File: src/rtl/apb4_bridge_n.sv
// Native valid/ready to APB4 bridge with N slave ports, unmapped-address
// error response and an optional wait-state timeout.
module apb4_bridge_n #(
  parameter int unsigned            NUM_SLV     = 8,
  parameter int unsigned            ADDR_WIDTH  = 32,
  parameter int unsigned            DATA_WIDTH  = 32,
  parameter logic [ADDR_WIDTH-1:0]  BASE_ADDR   = 32'h1000_0000,
  parameter int unsigned            SLV_SEL_LSB = 12,
  parameter int unsigned            TIMEOUT     = 255
) (
  input  logic                            clk_i,
  input  logic                            rst_n_i,
  input  logic                            mem_valid_i,
  input  logic [ADDR_WIDTH-1:0]           mem_addr_i,
  input  logic [DATA_WIDTH-1:0]           mem_wdata_i,
  input  logic [DATA_WIDTH/8-1:0]         mem_wstrb_i,
  output logic                            mem_ready_o,
  output logic [DATA_WIDTH-1:0]           mem_rdata_o,
  output logic                            mem_err_o,
  output logic [ADDR_WIDTH-1:0]           paddr_o,
  output logic [2:0]                      pprot_o,
  output logic                            pwrite_o,
  output logic [DATA_WIDTH-1:0]           pwdata_o,
  output logic [DATA_WIDTH/8-1:0]         pstrb_o,
  output logic                            penable_o,
  output logic [NUM_SLV-1:0]              psel_o,
  input  logic [NUM_SLV*DATA_WIDTH-1:0]   prdata_i,
  input  logic [NUM_SLV-1:0]              pready_i,
  input  logic [NUM_SLV-1:0]              pslverr_i
);

  localparam int unsigned SEL_W  = (NUM_SLV > 1) ? $clog2(NUM_SLV) : 1;
  localparam int unsigned HI_LSB = SLV_SEL_LSB + SEL_W;
  localparam int unsigned CNT_W  = (TIMEOUT > 0) ? $clog2(TIMEOUT + 1) : 1;
  localparam logic [CNT_W-1:0] CNT_LAST = (TIMEOUT > 0) ? CNT_W'(TIMEOUT - 1) : CNT_W'(0);

  typedef enum logic [1:0] {IDLE, SETUP, ACCESS, RESP} state_t;

  state_t            state;
  logic [SEL_W-1:0]  idx_q;
  logic [CNT_W-1:0]  cnt;

  logic [SEL_W-1:0]      req_idx;
  logic                  req_hit;
  logic [DATA_WIDTH-1:0] sel_rdata;
  logic                  sel_ready;
  logic                  sel_err;

  // Decode: region tag must match and the index must name an existing slave
  assign req_idx   = mem_addr_i[SLV_SEL_LSB +: SEL_W];
  assign req_hit   = (mem_addr_i[ADDR_WIDTH-1:HI_LSB] == BASE_ADDR[ADDR_WIDTH-1:HI_LSB]) &&
                     (32'(req_idx) < NUM_SLV);

  // Only the latched slave's response lines are ever observed
  assign sel_rdata = prdata_i[32'(idx_q) * DATA_WIDTH +: DATA_WIDTH];
  assign sel_ready = pready_i[idx_q];
  assign sel_err   = pslverr_i[idx_q];

  assign pprot_o   = 3'b000;

  always_ff @(posedge clk_i) begin
    if (!rst_n_i) begin
      state       <= IDLE;
      idx_q       <= '0;
      cnt         <= '0;
      mem_ready_o <= 1'b0;
      mem_rdata_o <= '0;
      mem_err_o   <= 1'b0;
      paddr_o     <= '0;
      pwrite_o    <= 1'b0;
      pwdata_o    <= '0;
      pstrb_o     <= '0;
      penable_o   <= 1'b0;
      psel_o      <= '0;
    end else begin
      mem_ready_o <= 1'b0;
      case (state)
        IDLE: begin
          if (mem_valid_i) begin
            if (req_hit) begin
              paddr_o  <= mem_addr_i;
              pwdata_o <= mem_wdata_i;
              pstrb_o  <= mem_wstrb_i;
              pwrite_o <= |mem_wstrb_i;
              idx_q    <= req_idx;
              psel_o   <= NUM_SLV'(1) << req_idx;
              state    <= SETUP;
            end else begin
              mem_err_o   <= 1'b1;
              mem_rdata_o <= '0;
              mem_ready_o <= 1'b1;
              state       <= RESP;
            end
          end
        end
        SETUP: begin
          penable_o <= 1'b1;
          cnt       <= '0;
          state     <= ACCESS;
        end
        ACCESS: begin
          // pready takes priority over a timeout expiring in the same cycle
          if (sel_ready) begin
            mem_rdata_o <= pwrite_o ? '0 : sel_rdata;
            mem_err_o   <= sel_err;
            mem_ready_o <= 1'b1;
            psel_o      <= '0;
            penable_o   <= 1'b0;
            state       <= RESP;
          end else if ((TIMEOUT != 0) && (cnt == CNT_LAST)) begin
            mem_rdata_o <= '0;
            mem_err_o   <= 1'b1;
            mem_ready_o <= 1'b1;
            psel_o      <= '0;
            penable_o   <= 1'b0;
            state       <= RESP;
          end else if (TIMEOUT != 0) begin
            cnt <= cnt + CNT_W'(1);
          end
        end
        RESP: begin
          state <= IDLE;
        end
        default: begin
          state <= IDLE;
        end
      endcase
    end
  end

endmodule
File: config.mk
export PLATFORM = sky130hd
export DESIGN_NAME = apb4_bridge_n
export DESIGN_NICKNAME = d
export VERILOG_FILES = /design/src/rtl/apb4_bridge_n.sv
export SDC_FILE = /design/constraint.sdc
export NUM_CORES = 1
export LEC_CHECK = 0
export ABC_AREA = 0
export BUFFER_PORTS_ARGS = -buffer_cell sky130_fd_sc_hd__clkbuf_2
export CORE_AREA = 2 2 178 180
export CTS_BUF_LIST = sky130_fd_sc_hd__clkbuf_4 sky130_fd_sc_hd__clkbuf_8 sky130_fd_sc_hd__clkbuf_16
export DETAILED_ROUTE_END_ITERATION = 7
export DIE_AREA = 0 0 180 182
export HOLD_SLACK_MARGIN = 0.1
export PLACE_DENSITY = 0.57
export SYNTH_ARGS = -nofsm -noshare
export SYNTH_HDL_FRONTEND = slang
export SYNTH_SLANG_ARGS = --single-unit
File: constraint.sdc
create_clock -name clk_i -period 2.2 [get_ports clk_i]
set_clock_uncertainty 0.05 [all_clocks]
set_input_delay 0.44 -clock clk_i [delete_from_list [all_inputs] [get_ports clk_i]]
set_output_delay 0.44 -clock clk_i [all_outputs]
set_load 0.01 [all_outputs]
==> impl_results.md, run 1 <==
* Combinational share of power at 27.7%
* Routed WL at 27.2 mm
* Unrepaired setup endpoints after global routing: no
* Number of core rows at 65
* Sequential Power Share at 32.6%
* Worst skew pair latency at 0.41 ns
* Ys async rst share at 0%
* Worst slew margin at 62.4%
* I/O Buffers at 454
* First-pass GRT wire length at 41.2 mm
* Total die area at 32800 µm²
* GRT Total Usage at 16.1%
* Tmin final at 2.05 ns
* Part of the cycle the worst path needs at 93.4%
* Reg2reg start: paddr_o[12]$_SDFFE_PN0P_
* FF/Latch Area at 2450 µm²
* Synthesized cell area at 6860 µm²
* Final Non-Filler Cells at 1545
* Status: finished clean
* F_max at 487 MHz
* Pwr/cell area at 702 nW/µm²
* Fin area at 10300 µm²
* Vias at 7058
* Nets@finish at 1473
* Flop-to-flop setup slack at 0.15 ns
* Hold WC Path Type: in -> reg
* Vias per cell at 4.57
* CTS tree: yes
* Routability Congestion at 0.862
* Ys Warns at 0
* Die Y at 182 µm
* Reg clk slew, reported paths at 0.07 ns
* Placed insts at 1506
* Fillers at 3248
* Remaining DRCs at 0
* Worst path required time at 2.49 ns
* Drt pass-1 iters at 4
* DP Wirelength at 20.9 mm
* Cells after synthesis at 680
* Area post-placement at 9690 µm²
* Most frequent cells in the layout: clkbuf_2, nand2_1, dfxtp_1
* Num ports at 458
* VDD IR max at 373 µV
* Final Util at 33.3%
* Sink Count at 122
* Initial antenna violation count at 5
* Leakage power at 4.50 nW
* Iteration-0 DRC Markers at 285
* Cts bufs inserted at 17
* Hold Crit Endpoint: pwdata_o[0]$_SDFFE_PN0P_
* Switching share of power at 32.1%
* Final ANT Viol Nets at 0
* Post-DR wirelength/cell at 17.6 µm
* Layout cell share with drive strength beyond 1 at 55.3%
* Vias in the first global route at 7323
* Commonest non-fill, non-tap cell in the layout: clkbuf_2
* CP endpoint kind: flop
* Worst path arrival time at 2.34 ns
* Syn Area/Cell at 10.1 µm²
* Initial Utilization at 22.1%
* Post-synth cell types at 50
* Setup TNS at 0 ns
* Sequential fraction of the synthesis area at 35.6%
* Post-synth EDFFs at 0
* Worst-case reg-to-reg path depth at 7
* Worst hold start: mem_wdata_i[0]
* Capture point of the worst reg-to-reg path: mem_rdata_o[6]$_SDFFE_PN0P_
* Fin. max-slew vios at 0
* #FFs+latches synth at 122
* Startpoint Class: flop
* Gr ovfl total at 0
* Multi-input logic area at 4090 µm²
* Setup CP Type: reg -> reg
* Sw power at 2.32 mW
* Hold_buf cts at 0
* Root Buffer: clkbuf_16
* Placeable Area at 31000 µm²
* Largest net degree at the start of global routing at 78
* Hold depth at 3
* Setup violators final at 0
* Worst-Margin Slew at 0.564 ns
* Final Hold Vio Count at 0
* CTS H-tree depth at 4
* Power share of the clock group at 39.7%
* Top_reg_cell synth: dfxtp_1
* Clk buf depth at 2
* Layout area overhead at 50.5%
* Horiz. Die Dim at 180 µm
* Power Internal at 4.91 mW
* Total of max-cap violations at 0
* Crit-path max FO at 16
==> cell usage after synthesis, types with 2 or more instances <==
cell,instances,area [µm²]
nand3_1,9,45.0
buf_2,7,35.0
or3_1,2,12.5
buf_4,8,60.1
mux2i_1,78,781
a311o_1,2,20.0
nor4_1,6,37.5
nand4_1,7,43.8
buf_8,3,45.0
a211oi_4,2,40.0
nor2_1,12,45.0
nand4b_1,3,26.3
nand2_1,156,586
nor3_1,2,10.0
nor2b_1,5,31.3
or2_2,33,206
dfxtp_1,122,2440
clkbuf_1,35,131
buf_1,5,18.8
ha_1,4,50.1
o21ai_0,3,15.0
a21oi_1,57,285
o31a_1,2,17.5
inv_1,7,26.3
and3_1,17,106
buf_6,2,22.5
a211oi_1,2,15.0
mux4_2,66,1490
o211ai_1,2,15.0
==> power groups by stage <==
| stage | combinational, mW | sequential, mW | clock [mW] |
|---|---|---|---|
| after global placement | 1.89 | 2.41 | 0 |
| final | 2.00 | 2.36 | 2.87 |
| after detailed placement | 1.89 | 2.41 | 0 |
| after floorplan | 1.12 | 2.45 | 0 |
| after global routing | 2.16 | 2.37 | 3.08 |
| after CTS | 1.90 | 2.36 | 2.99 |
==> routing by layer <==
| layer | vias up | track usage [%] | share of wire, % |
|---|---|---|---|
| li1 | 3349 | - | - |
| met1 | 3360 | 19.5 | 42 |
| met2 | 327 | 27.6 | 49 |
| met3 | 20 | 4.61 | 7.9 |
| met4 | 2 | 4.94 | 1.6 |
| met5 | - | 0 | 0.048 |
==> worst max-delay path: stages, from the launching register on <==
cell	delay, ns
dfxtp_4	0.44
mux2_4	0.18
a2bb2oi_2	0.31
a211oi_2	0.18
a211oi_4	0.19
buf_4	0.16
buf_8	0.23
mux2i_1	0.23
==> per-stage QoR <==
stage	setup slack [ns]	hold slack (ns)	power [mW]
2_1_floorplan	0.152	0.401	3.56
3_3_place_gp	-0.0463	0.387	4.30
3_5_place_dp	-0.0226	0.395	4.30
4_1_cts	0.0510	0.164	7.25
5_1_grt	0.0176	0.176	7.61
6_report	0.146	0.190	7.24
==> worst max-delay path by stage <==
stage,startpoint,end,slack [ns],cells after the start
after floorplan,mem_addr_i[19],psel_o[0]$_SDFFE_PN0P_,0.15,5
after global placement,mem_addr_i[17],psel_o[7]$_SDFFE_PN0P_,-0.05,7
after detailed placement,mem_addr_i[17],psel_o[1]$_SDFFE_PN0P_,-0.02,7
after CTS,paddr_o[13]$_SDFFE_PN0P_,mem_rdata_o[25]$_SDFFE_PN0P_,0.05,6
after global routing,paddr_o[13]$_SDFFE_PN0P_,mem_rdata_o[21]$_SDFFE_PN0P_,0.02,7
final,paddr_o[12]$_SDFFE_PN0P_,mem_rdata_o[6]$_SDFFE_PN0P_,0.15,7
==> state kept, by name, indices dropped and copies added (netlist names) <==
signal       flops
mem_rdata_o     32
pwrite_o         1
pwdata_o        32
pstrb_o          4
psel_o           8
penable_o        1
paddr_o         32
cnt              8
state            2
mem_err_o        1
mem_ready_o      1
==> final cells by class <==
cell class	instances	area share, %
Sequential cell	122	23.8
Clock buffer	17	4.12
Antenna cell	4	0.0970
Multi-Input combinational cell	492	39.6
Inverter	8	0.291
Timing Repair Buffer	485	25.7
Clock inverter	15	1.52
Tap cell	402	4.88
==> cell families (layout without fill, tap and decap cells) <==
logic type	count (synthesis)	count (layout)	share of synthesized area (%)
simple gates	257	257	17.5
mux	145	145	33.3
flops	122	122	35.6
compound gates	83	83	7.83
buf+inv	68	525	5.00
fa+ha+maj	4	4	0.730
other cells	1	7	0.0547
==> what timing repair did <==
action,4_1_cts,5_1_grt
resized for setup,0,2
hold endpoints to repair,0,0
endpoints found under the setup margin,0,28
buffers inserted,0,2
Note: power is estimated with default switching activity, not from simulation.
==> run 2: changes to the inputs <==
CORE_AREA = 2 2 176 178   (was 2 2 178 180)
DIE_AREA = 0 0 178 180   (was 0 0 180 182)
PLACE_DENSITY = 0.6   (was 0.57)
clock period = 1.8 ns   (was 2.2 ns; I/O delays follow)
==> run 2 against run 1 <==
Net effect: largest cell class unchanged; flip-flop and latch count is the same; die area fell by 2.2%; clock-buffer cell count rose by 1; sequential share of layout area decreased by 1.4 points; the run now ends with setup timing left.
==> impl_results.md, run 2 (synthesized netlist as in run 1, its figures left out) <==
* Number of core rows at 64
* Num ports at 458
* Fillers at 3077
* Die Y at 180 µm
* Crit-path max FO at 11
* F_max at 523 MHz
* Post-placement setup slack at -0.244 ns
* Layout cell share with drive strength beyond 1 at 57.9%
* Leakage power at 4.81 nW
* CTS H-tree depth at 4
* Vias in the first global route at 7438
* Initial Utilization at 22.7%
* CP Cell Sequence: mux2_4 -> a2bb2oi_4 -> a211oi_4 -> a211oi_4 -> buf_12 -> buf_12 -> mux2i_2
* Remaining DRCs at 0
* Failing checks: setup timing
* Horiz. Die Dim at 178 µm
* GRT Total Usage at 16.5%
* Final ANT Viol Nets at 0
* Gr ovfl total at 0
* VDD IR max at 535 µV
* Most frequent cells in the layout: clkbuf_2, nand2_1, dfxtp_1
* Unrepaired setup endpoints after global routing: yes
* Final Util at 36.3%
* Layout area overhead at 60.0%
* Worst path arrival time at 2.16 ns
* Total of max-cap violations at 0
* I/O Buffers at 454
* Pwr/cell area at 842 nW/µm²
* Slowest-stage cell, CP: dfxtp_4
* Post-DR wirelength/cell at 17.6 µm
* Multi-input logic area at 4230 µm²
* Worst path required time at 2.05 ns
* DP Wirelength at 21.4 mm
* Sink Count at 122
* Largest stage delay on the critical path at 0.42 ns
* Setup violators final at 46
* Reg clk slew, reported paths at 0.07 ns
* Tmin final at 1.91 ns
* Clk buf depth at 2
* Nets@finish at 1524
* Largest net degree at the start of global routing at 78
* Worst skew pair latency at 0.42 ns
* Iteration-0 DRC Markers at 302
* Fin. max-slew vios at 0
* First-pass GRT wire length at 40.8 mm
* Initial antenna violation count at 5
* Status: complete, but fails checks
* Part of the cycle the worst path needs at 106%
* CTS tree: yes
* FF/Latch Area at 2450 µm²
* Tot Pwr at 9.23 mW
* Total die area at 32000 µm²
* Vias per cell at 4.63
* Setup CP Type: reg -> reg
* Root Buffer: clkbuf_16
* Cts bufs inserted at 17
* Startpoint Class: flop
* Vias at 7370
* Top flop regs: mem_rdata_o x32, paddr_o x32, pwdata_o x32
* Routability Congestion at 0.898
* Hold WC Path Type: in -> reg
* Placeable Area at 30200 µm²
* CP endpoint kind: flop
* Routed WL at 27.9 mm
* Final Hold Vio Count at 0
* Final WS setup at -0.111 ns
* Drt pass-1 iters at 4
* Commonest non-fill, non-tap cell in the layout: clkbuf_2
## run 2: cell count changes in the layout (fill, tap and decap cells not counted), moves of 3 or more
cell / previous run / this run
buf_4: 19 / 50
buf_6: 0 / 9
dlygate4sd3_1: 0 / 8
nor4_4: 0 / 5
nor4_1: 6 / 1
inv_8: 4 / 1
## run 2: worst paths after layout
check,start,to,slack [ns],cells after the start
worst max-delay path,paddr_o[12]$_SDFFE_PN0P_,mem_rdata_o[20]$_SDFFE_PN0P_,-0.11,7
worst min-delay path,mem_wdata_i[21],pwdata_o[21]$_SDFFE_PN0P_,0.12,3
worst max register to register,paddr_o[12]$_SDFFE_PN0P_,mem_rdata_o[20]$_SDFFE_PN0P_,-0.11,7
worst min register to register,pwdata_o[20]$_SDFFE_PN0P_,pwdata_o[20]$_SDFFE_PN0P_,0.40,2
## run 2: report_power, final
group | internal (mW) | switching [mW] | leakage, nW
Clock | 2.09 | 1.40 | 0.284
Combinational | 1.56 | 1.30 | 3.53
Sequential | 2.82 | 0.0647 | 0.987
## run 2: area by class of cell
type	count	share of cell area [%]
multi-input cells	492	38.6
repair buffers	536	28.8
flip-flops and latches	122	22.4
well taps	396	4.52
clock buffers	18	3.95
clock inverters	14	1.46
inverters	8	0.274
diodes	5	0.114
## run 2: metrics by stage
step	hold slack [ns]	area, µm²	std cells	setup TNS [ns]
6_report	0.121	11000	1591	-3.32
4_1_cts	0.101	10800	1581	-5.45
3_3_place_gp	0.387	10000	1532	-17.17
3_5_place_dp	0.396	10000	1532	-19.51
5_1_grt	0.117	11000	1590	-6.71
2_1_floorplan	0.401	6970	682	-4.80
## run 2: routing by layer
| metal | GRT usage, % | vias up | part of all wire, % |
|---|---|---|---|
| met5 | 0 | - | 0 |
| met4 | 6.82 | 0 | 2.6 |
| met3 | 4.78 | 37 | 8.7 |
| met2 | 28.6 | 344 | 50 |
| met1 | 18.9 | 3535 | 39 |
| li1 | - | 3454 | - |
## run 2: critical path, delay by kind of cell (launching register included)
kind / cells / cell delay (ns)
compound gates: 3 / 0.54
buf+inv: 2 / 0.30
mux: 2 / 0.47
flops: 1 / 0.42
## run 2: repair_timing
item,4_1_cts,5_1_grt
cloned,1,2
resized for setup,5,20
hold buffers,8,0
buffers inserted,8,3
hold endpoints to repair,8,0
setup endpoints to repair,48,110
pin swaps,4,8
==> run 3: changes to the inputs <==
REMOVE_ABC_BUFFERS = 1   (was default)
==> run 3 against run 2 <==
Net effect: final cell count down 1.3%; clock power about the same; largest cell class unchanged; the run still ends with setup timing left; register-to-register slack worse by 0.05 ns; die area unchanged; via count down 2.0%; highest routed layer is now met5; fmax down 2.8%; flip-flop and latch count unchanged; sequential share of layout area up 0.44 points; clock-buffer cell count down 1; core utilization down 0.72 points.
==> impl_results.md, run 3 (synthesized netlist as in run 1, its figures left out) <==
* Largest stage delay on the critical path at 0.40 ns
* Startpoint Class: flop
* DP Wirelength at 23.0 mm
* CTS tree: yes
* Power share of the clock group at 37.6%
* Setup CP Type: reg -> reg
* CP startpoint: paddr_o[12]$_SDFFE_PN0P_
* CP delay by family, top: compound AO/OA/AOI/OAI gates
* Final Non-Filler Cells at 1570
* Reg2reg start: paddr_o[12]$_SDFFE_PN0P_
* Tmin final at 1.97 ns
* Final Util at 35.6%
* Clk buf depth at 2
* Slowest-stage cell, CP: dfxtp_4
* Setup violators final at 50
* Vias at 7220
* Reg clk slew, reported paths at 0.06 ns
* Vias in the first global route at 7488
* Commonest non-fill, non-tap cell in the layout: clkbuf_2
* Cts bufs inserted at 17
* Total of max-cap violations at 0
* Tot Pwr at 9.27 mW
* CP endpoint kind: flop
* Routability Congestion at 0.883
* Placed insts at 1520
* Crit-path max FO at 6
* GRT Total Usage at 18.0%
* Status: complete, but fails checks
* Horiz. Die Dim at 178 µm
* Final WS setup at -0.165 ns
* Pwr/cell area at 862 nW/µm²
* CP Cell Sequence: mux2_4 -> a2bb2oi_4 -> a211oi_4 -> a211oi_4 -> buf_6 -> clkbuf_16 -> mux2i_1
* Initial antenna violation count at 10
* Fin area at 10800 µm²
* CP dominant cell by count: a211oi_4
* Part of the cycle the worst path needs at 109%
* Setup TNS at -6.41 ns
* Worst skew pair latency at 0.41 ns
* Sw power at 2.87 mW
* Nets@finish at 1505
* Root Buffer: clkbuf_16
* Unrepaired setup endpoints after global routing: yes
* Post-DR wirelength/cell at 19.0 µm
* Initial Utilization at 22.7%
* Final ANT Viol Nets at 0
* Die Y at 180 µm
* Layout cell share with drive strength beyond 1 at 56.6%
* Worst path arrival time at 2.21 ns
* Final Hold Vio Count at 0
* CTS H-tree depth at 4
* Most frequent cells in the layout: clkbuf_2, nand2_1, dfxtp_1
* Worst hold start: mem_wdata_i[9]
* Remaining DRCs at 0
* Number of core rows at 64
* Leakage power at 4.72 nW
* Sink Count at 122
* Routed WL at 29.8 mm
* Top flop regs: mem_rdata_o x32, paddr_o x32, pwdata_o x32
* Total die area at 32000 µm²
* Gr ovfl total at 0
* Placeable Area at 30200 µm²
* Switching share of power at 30.9%
* Min Hold Slack at 0.127 ns
* Drt pass-1 iters at 4
* Hold WC Path Type: in -> reg
* First-pass GRT wire length at 43.3 mm
* Sequential Power Share at 31.1%
* I/O Buffers at 454
* Combinational share of power at 31.2%
* F_max at 509 MHz
* Fin. max-slew vios at 0
* Area post-placement at 9810 µm²
* Largest net degree at the start of global routing at 78
* Worst path required time at 2.05 ns
* Post-placement setup slack at -0.446 ns
* Failing checks: setup timing
* Worst Path Buf+Inv at 2
* Num ports at 458
* Layout area overhead at 56.8%
* Iteration-0 DRC Markers at 328
* Power Internal at 6.40 mW
* VDD IR max at 610 µV
* Vias per cell at 4.60
==> run 3: worst paths after layout <==
check | to | slack [ns] | cells past startpoint
worst max-delay path | mem_rdata_o[1]$_SDFFE_PN0P_ | -0.17 | 7
worst min-delay path | pwdata_o[9]$_SDFFE_PN0P_ | 0.13 | 3
worst max register to register | mem_rdata_o[1]$_SDFFE_PN0P_ | -0.17 | 7
worst min register to register | pwdata_o[28]$_SDFFE_PN0P_ | 0.40 | 2
==> run 3: layout make-up <==
type                       instances  area, µm²
antenna                            4       10.0
clock inverter                    14        163
timing repair buffer             517       3030
sequential                       122       2450
tap                              396        495
clock buffer                      17        425
multi-input combinational        492       4150
fill                            3106      19400
inverter                           8       30.0
==> run 3: worst reg2reg max path: stages, from the launching register on <==
cell       delay (ns)
dfxtp_4          0.40
mux2_4           0.33
a2bb2oi_4        0.20
a211oi_4         0.36
a211oi_4         0.05
buf_6            0.17
clkbuf_16        0.19
mux2i_1          0.11
==> run 3: power by group through the flow <==
stage / clock network, mW / logic, mW / registers, mW
after floorplan: 0 / 1.21 / 2.99
after global placement: 0 / 2.40 / 2.94
after detailed placement: 0 / 2.41 / 2.95
after CTS: 3.63 / 2.83 / 2.89
after global routing: 3.73 / 3.10 / 2.90
final: 3.49 / 2.90 / 2.89
==> run 3: metal layers <==
layer  GRT usage [%]  share of wire (%)  vias up
met5               0               0.22        -
met2            32.1                 51      327
met4            6.59                2.6       10
met3            6.24                8.4       43
met1            19.4                 38     3408
li1                -                  -     3432
==> run 3: repair_timing <==
item | in CTS | in global routing
buffers inserted | 3 | 2
gates resized for setup | 19 | 10
setup endpoints to repair | 52 | 98
hold buffers | 5 | 0
hold endpoints to repair | 5 | 0
pin swaps | 4 | 1
cloned | 4 | 2
